`config.mk`:
```
export PLATFORM = sky130hd
export DESIGN_NAME = multicycle_control_unit
export DESIGN_NICKNAME = d
export VERILOG_FILES = /design/src/rtl/multicycle_control_unit.sv
export SDC_FILE = /design/constraint.sdc
export NUM_CORES = 1
export LEC_CHECK = 0
export CAP_MARGIN = 20
export CORE_MARGIN = 2
export CORE_UTILIZATION = 37
export DETAILED_ROUTE_END_ITERATION = 16
export GPL_ROUTABILITY_DRIVEN = 0
export PLACE_DENSITY_LB_ADDON = 0.2
export SYNTH_ARGS = -nofsm -noshare
export SYNTH_HDL_FRONTEND = slang
export SYNTH_SLANG_ARGS = --single-unit
```
`constraint.sdc`:
```
create_clock -name clk -period 1.5 [get_ports clk]
set_input_delay 0.15 -clock clk [delete_from_list [all_inputs] [get_ports clk]]
set_output_delay 0.15 -clock clk [all_outputs]
set_load 0.005 [all_outputs]
```
`src/rtl/multicycle_control_unit.sv`:
```
// Multicycle IF/ID/EX/MEM/WB sequencer for the 16-bit TSC core.
// Optional: define INSTR_COUNT_EN to add the num_inst retired-instruction counter.
module multicycle_control_unit #(
    parameter logic [15:0] PC_RESET = 16'h0000,
    parameter int unsigned MAX_WAIT = 15
) (
    input  logic        clk,
    input  logic        reset_n,
    input  logic [3:0]  opcode,
    input  logic [5:0]  func_code,
    input  logic        br_taken,
    input  logic        mem_ready,
    output logic        mem_req,
    output logic        mem_we,
    output logic        ir_write,
    output logic        pc_write,
    output logic [1:0]  pc_src,
    output logic [1:0]  imm_sel,
    output logic        alu_src_b,
    output logic        reg_write,
    output logic [1:0]  wb_src,
    output logic [1:0]  wb_dst,
    output logic        out_wwd,
    output logic        halted,
    output logic        mem_err,
    output logic [15:0] pc_init
`ifdef INSTR_COUNT_EN
    ,
    output logic [15:0] num_inst
`endif
);

    localparam int CW = (MAX_WAIT < 1) ? 1 : $clog2(MAX_WAIT + 1);

    typedef enum logic [2:0] {S_IF, S_ID, S_EX, S_MEM, S_WB, S_HALT} state_t;

    typedef struct packed {
        logic       mem_req;
        logic       mem_we;
        logic       ir_write;
        logic       pc_write;
        logic [1:0] pc_src;
        logic [1:0] imm_sel;
        logic       alu_src_b;
        logic       reg_write;
        logic [1:0] wb_src;
        logic [1:0] wb_dst;
        logic       out_wwd;
    } ctl_t;

    state_t        state_q, state_d;
    logic [CW-1:0] wait_cnt_q, wait_cnt_d;
    logic          mem_err_q, mem_err_d;
    ctl_t          ctl;

    logic       is_branch, is_wwd, is_hlt, need_mem, need_wb, dec_alu_b;
    logic [1:0] dec_pc_src, dec_imm, dec_wb_src, dec_wb_dst;

    always_comb begin
        is_branch  = 1'b0;
        is_wwd     = 1'b0;
        is_hlt     = 1'b0;
        need_mem   = 1'b0;
        need_wb    = 1'b0;
        dec_alu_b  = 1'b0;
        dec_pc_src = 2'd0;
        dec_imm    = 2'd0;
        dec_wb_src = 2'd0;
        dec_wb_dst = 2'd0;
        case (opcode)
            4'd0, 4'd1, 4'd2, 4'd3: is_branch = 1'b1;
            4'd4: begin dec_alu_b = 1'b1; need_wb = 1'b1; end
            4'd5: begin dec_alu_b = 1'b1; need_wb = 1'b1; dec_imm = 2'd1; end
            4'd6: begin dec_alu_b = 1'b1; need_wb = 1'b1; dec_imm = 2'd3; end
            4'd7: begin dec_alu_b = 1'b1; need_mem = 1'b1; need_wb = 1'b1; dec_wb_src = 2'd1; end
            4'd8: begin dec_alu_b = 1'b1; need_mem = 1'b1; end
            4'd9: begin dec_imm = 2'd2; dec_pc_src = 2'd2; end
            4'd10: begin
                dec_imm = 2'd2; dec_pc_src = 2'd2; need_wb = 1'b1;
                dec_wb_src = 2'd2; dec_wb_dst = 2'd2;
            end
            4'd15: begin
                case (func_code)
                    6'd0, 6'd1, 6'd2, 6'd3, 6'd4, 6'd5, 6'd6, 6'd7: begin
                        need_wb = 1'b1; dec_wb_dst = 2'd1;
                    end
                    6'd25: dec_pc_src = 2'd3;
                    6'd26: begin
                        dec_pc_src = 2'd3; need_wb = 1'b1;
                        dec_wb_src = 2'd2; dec_wb_dst = 2'd2;
                    end
                    6'd28: is_wwd = 1'b1;
                    6'd29: is_hlt = 1'b1;
                    default: ;
                endcase
            end
            default: ;
        endcase
    end

    always_comb begin
        ctl     = '0;
        state_d = state_q;
        // Decode-derived selects stay stable from ID through WB.
        if (state_q inside {S_ID, S_EX, S_MEM, S_WB}) begin
            ctl.imm_sel   = dec_imm;
            ctl.alu_src_b = dec_alu_b;
            ctl.wb_src    = dec_wb_src;
            ctl.wb_dst    = dec_wb_dst;
        end
        case (state_q)
            S_IF: begin
                ctl.mem_req = 1'b1;
                if (mem_ready) begin
                    ctl.ir_write = 1'b1;
                    state_d      = S_ID;
                end
            end
            S_ID: state_d = is_hlt ? S_HALT : S_EX;
            S_EX: begin
                ctl.pc_write = 1'b1;
                ctl.pc_src   = is_branch ? {1'b0, br_taken} : dec_pc_src;
                ctl.out_wwd  = is_wwd;
                state_d      = need_mem ? S_MEM : (need_wb ? S_WB : S_IF);
            end
            S_MEM: begin
                ctl.mem_req = 1'b1;
                ctl.mem_we  = (opcode == 4'd8);
                if (mem_ready) state_d = need_wb ? S_WB : S_IF;
            end
            S_WB: begin
                ctl.reg_write = 1'b1;
                state_d       = S_IF;
            end
            S_HALT: ;
            default: state_d = S_IF;
        endcase
    end

    // Counter saturates at MAX_WAIT; the next stalled cycle is the one that trips mem_err.
    always_comb begin
        wait_cnt_d = '0;
        mem_err_d  = mem_err_q;
        if (ctl.mem_req && !mem_ready) begin
            if (wait_cnt_q == CW'(MAX_WAIT)) begin
                wait_cnt_d = wait_cnt_q;
                mem_err_d  = 1'b1;
            end else begin
                wait_cnt_d = wait_cnt_q + 1'b1;
            end
        end
    end

    always_ff @(posedge clk or negedge reset_n) begin
        if (!reset_n) begin
            state_q    <= S_IF;
            wait_cnt_q <= '0;
            mem_err_q  <= 1'b0;
        end else begin
            state_q    <= state_d;
            wait_cnt_q <= wait_cnt_d;
            mem_err_q  <= mem_err_d;
        end
    end

    // Outputs are forced low while reset is held, even though the state already reads IF.
    assign {mem_req, mem_we, ir_write, pc_write, pc_src, imm_sel,
            alu_src_b, reg_write, wb_src, wb_dst, out_wwd} = reset_n ? ctl : '0;
    assign halted  = reset_n && (state_q == S_HALT);
    assign mem_err = mem_err_q;
    assign pc_init = PC_RESET;

`ifdef INSTR_COUNT_EN
    logic [15:0] num_inst_q, num_inst_d;
    logic        inst_done;

    assign inst_done = ((state_q inside {S_EX, S_MEM, S_WB}) && (state_d == S_IF)) ||
                       ((state_q == S_ID) && (state_d == S_HALT));

    always_comb begin
        num_inst_d = num_inst_q + {15'd0, inst_done};
    end

    always_ff @(posedge clk or negedge reset_n) begin
        if (!reset_n) num_inst_q <= '0;
        else          num_inst_q <= num_inst_d;
    end

    assign num_inst = num_inst_q;
`endif

endmodule
```
### After elaboration in Yosys (flattened, before gate mapping)

Index checks and enable logic that the tools add are counted.

* reductions and logical operators: 18
* muxes and demuxes: 35
* $add $sub $neg: 1
* bitwise operators: 1
* equal/unequal tests: 31

Operator list (count)
* $eq 6x3->1 const B: 4
* $eq 6x5->1 const B: 4
* $mux 3: 7
* $eq 4x4->1 const B: 5
* $eq 4x3->1 const B: 4
* $mux 15: 1
* $pmux 3 s5: 1
* $mux 1: 14
* $eq 6x2->1 const B: 2
* $mux 4: 3
* $pmux 2 s2: 3
* $pmux 2 s3: 2
* $reduce_or 5->1: 2
* $reduce_or 9->1: 1
* $eq 4x2->1 const B: 2
* $reduce_or 2->1: 4
* $reduce_or 8->1: 1
* $eq 3x2->1 const B: 2
* $eq 3x3->1 const B: 2
* $eq 6x1->1 const B: 1
* $logic_not 6->1: 1
* $mux 2: 3
* $ne 2x2->1 const B: 3
* $add 4x1->4 const B: 1
* other kinds (12): 13

* register bits after elaboration: 8

### Depth between registers and ports, before layout

* depth after elaboration: 7
* depth in mapped cells: 4
* mapped depth without buffers: 4

### Least setup slack after synthesis

Ideal clock, no wire load.

* kind: flip-flop to flip-flop
* start point: register state_q[1]
* end point: register state_q[2]
* required time: 1.405 ns
* path buffers: 0
* path slack: 0.184 ns
* clock period less this slack: 1.316 ns
* stages on the path, launching flop included: 5
* arrival time: 1.221 ns
* path through: dfrtp_1 -> nand2b_1 -> or2_2 -> o32a_1 -> o31ai_1

* word-level cells in the longest chain between the ends: 3

RTL lines
* start: declaration: RTL line 51 `state_t state_q, state_d;`
* start signal: assignment: RTL line 160 `state_q <= state_d;`
* $eq 3x2->1, or another cell as far along: RTL line 111 `case (state_q)`
* $ne 2x2->1 (no source line) or $not 1->1 (tied branches)
* $reduce_and 3->1 (no source line)

Parallel ways exist; a longest one is shown, timed or not.
A chain may end at the register's enable or synchronous reset.

### Worst setup path after layout

* start point: register state_q[2]
* end point: output port out_wwd

* word-level cells in the longest chain between the ends: 3

RTL lines
* $eq 3x2->1: RTL line 111
* $mux 1: RTL line 111
* $mux 15: RTL line 168 `alu_src_b, reg_write, wb_src, wb_dst, out_wwd} = reset_n ? ctl : '0;`
* end: declaration: RTL line 23 `output logic out_wwd,`

Every way passes these cells.

==> key figures <==
Yosys
  – Post-synth top area cell: dfrtp_1
  – Avg Synthesized Cell Area: 7.405 um^2
  – Synth Area in Adders: 1.536%
  – Synth Register Bits: 8
  – Mux contribution to synthesized area: 1.229%
  – Post-Syn Area: 814.5 um^2
  – Synth area leaders: dfrtp_1 (25%), buf_4 (15%), nor2_1 (6.5%), nor3_1 (5.5%), nand2b_1 (3.8%)
  – Main combinational cell family by area after synthesis: simple AND/OR/NAND/NOR gates
  – Mapped Cells: 110
  – Yosys top cell area share: 24.58%
  – Synth Area in XOR/XNOR: 4.301%
  – Sequential area share after synthesis: 24.58%
  – Post-Synth Simple-Gate Area: 38.10%
  – Count leader, synth: buf_4
  – Post-synth top flop: dfrtp_1
  – Post-synthesis compound-gate area fraction: 12.75%
  – Post-synth EDFFs: 0
  – Syn. warnings: 0
  – Post-synth cell types: 35
  – Synth cell count leaders: buf_4 (16), nor2_1 (14), nor3_1 (9)
  – Asr flop ratio synth: 100.0%

Job
  – Max Cap Viol: 0

STA
  – Final hold viol count: 0
  – Finish-stage setup viols: 16
  – Period utilization: 114.2%
  – Max-slew violation count: 0
  – Max Fclk: 0.5835 GHz
  – RSZ-0062 raised after global routing: true
  – Clk_skew: 0.001435 ns
  – Final hold slack: 0.3119 ns
  – Final WS setup: -0.2137 ns
  – Post-layout minimum cycle time: 1.714 ns

Power
  – Leak pwr: 0.0007485 uW
  – Internal Power: 1027 uW
  – Switching Fraction: 41.08%
  – VDD IR max: 1.007 mV
  – Clock power frac: 10.1%
  – Sw Pwr: 716.3 uW
  – Pwr dens: 1103 nW/um^2
  – Reg power frac: 19.1%
  – Tot Pwr: 1744 uW
  – Combinational power share: 70.8%

Layout
  – ANT cells: 0
  – Fraction of layout cells with a size suffix above 1: 53.85%
  – NumNets Final: 199
  – Fillcell total: 142
  – Flip-flop and latch area: 200.2 um^2
  – Area Overhead vs Synth: 94.01%
  – Area of the multi-input gates: 734.5 um^2

Drt
  – Routed vias: 1079
  – DR DRC count: 0
  – Final ANT Viol Nets: 0
  – Post-Route WL: 3293 um
  – Drt first pass iters: 4
  – Routed vias/inst: 5.163
  – Iter 0 DRT Violations: 24
  – Wirelength per Cell: 15.76 um

Clocking
  – Clk slew on worst S/H paths: 0.06 ns
  – CTS root buf: clkbuf_4
  – Skew-Pair Late Insertion Delay: 0.26 ns
  – Clock buffer depth: 2
  – CTS tree: yes
  – Hold_buf cts: 0
  – H-tree lvl count: 1
  – Clock sinks: 8
  – Clock buffer count from CTS: 3

Floorplanning
  – Io pins: 47
  – Core Footprint: 2022 um^2
  – Die Wd: 50.92 um
  – FP Rows: 16
  – Initial core utilization: 40.28%
  – Die area: 2593 um^2
  – Die Ht: 50.92 um

Outcome
  – Status: finished with violations
  – Failing checks: setup timing

Place
  – DP HPWL: 1823 um
  – Port bufs: 30
  – Post-place setup slack: -0.8001 ns

Worst hold path
  – Worst hold path type: input port to asynchronous set/reset pin

Critical path
  – Worst EP arrival: 1.56 ns
  – Worst Path Required: 1.35 ns
  – Reg-to-Reg Start: state_q[1]$_DFFE_PN0P_
  – Max FO, Critical Path: 3
  – CP Class: flop to output port
  – CP Launch Point: state_q[2]$_DFFE_PN0P_
  – Crit. End Element: output port
  – CP Launch Type: flop

GRT
  – First-pass GRT wire length: 4436 um
  – Largest net degree at the start of global routing: 7
  – GR Util All Layers: 22.69%
  – Vias in the first global route: 1028
  – Initial antenna violation count: 0
  – Grt ovf: 0
## placed cells by master, fill, tap and decap left out, types with 3 or more instances in the layout
master	n
clkdlybuf4s50_1	5
dfrtp_1	8
dlygate4sd2_1	6
nand2_2	3
nor4_2	3
nand2b_1	3
buf_6	12
nand2_1	4
conb_1	16
buf_2	12
buf_4	33
nor3_2	5
nor2_1	11
o31ai_1	3
clkbuf_4	3
nand3_1	4
a21oi_2	3
## worst max-delay path, stage by stage, from the launching register on
cell	delay [ns]
dfrtp_1	0.43
buf_6	0.14
nor2b_4	0.14
nand3_4	0.12
nor4_2	0.29
buf_2	0.17
## power groups by stage
stage,Sequential [uW],Clock [uW],Combinational (uW)
after global routing,338,192,1310
after CTS,328,173,942
after detailed placement,317,0,681
final,333,176,1230
after floorplan,329,0,335
after global placement,314,0,663
## repair_timing
action	CTS	global route
setup buffers	13	3
resized for setup	104	31
pin swaps	9	14
hold endpoints to repair	0	0
gates cloned	0	0
setup endpoints to repair	19	19
## final timing paths
kind / end / slack, ns / cells past startpoint
setup / recovery: out_wwd / -0.21 / 5
hold / removal: state_q[0]$_DFFE_PN0P_ / 0.31 / 3
setup reg to reg: state_q[2]$_DFFE_PN0P_ / -0.07 / 5
hold reg to reg: mem_err$_DFFE_PN0P_ / 0.49 / 1
max in group asynchronous: wait_cnt_q[1]$_DFFE_PN0N_ / 0.97 / 4
min in group clk: state_q[1]$_DFFE_PN0P_ / 0.44 / 5
## sequential cells by signal, summed over array words and instances, names as in the netlist
name        count
mem_err         1
state_q         3
wait_cnt_q      4
## stage by stage
| stage | std cells | util (%) | setup TNS [ns] | instance area (um^2) |
|---|---|---|---|---|
| 3_5_place_dp | 192 | 63.49 | -9.853 | 1284 |
| 6_report | 209 | 78.16 | -1.540 | 1580 |
| 4_1_cts | 208 | 72.28 | -1.414 | 1461 |
| 5_1_grt | 209 | 78.16 | -2.442 | 1580 |
| 2_1_floorplan | 125 | - | 0 | 870.8 |
| 3_3_place_gp | 192 | 63.49 | -9.527 | 1284 |
## kinds of logic after synthesis
family          count (synthesis)
flops                           8
simple gates                   58
mux                             1
buf+inv                        21
xor+xnor                        4
compound gates                 16
other cells                     1
fa+ha+maj                       1
## area by class of cell
type,count,area share [%]
inverter,4,1.108
clock buffer,3,1.425
tap,27,2.138
timing repair buffer,71,36.18
sequential,8,12.67
multi-input combinational,96,46.48
## layer usage
metal	part of all wire [%]	track usage [%]
met5	0	0
met1	41	26.71
met3	5.3	5.263
met2	52	38.74
met4	2.0	10.36
No activity file was read; power rests on OpenSTA's default activity.
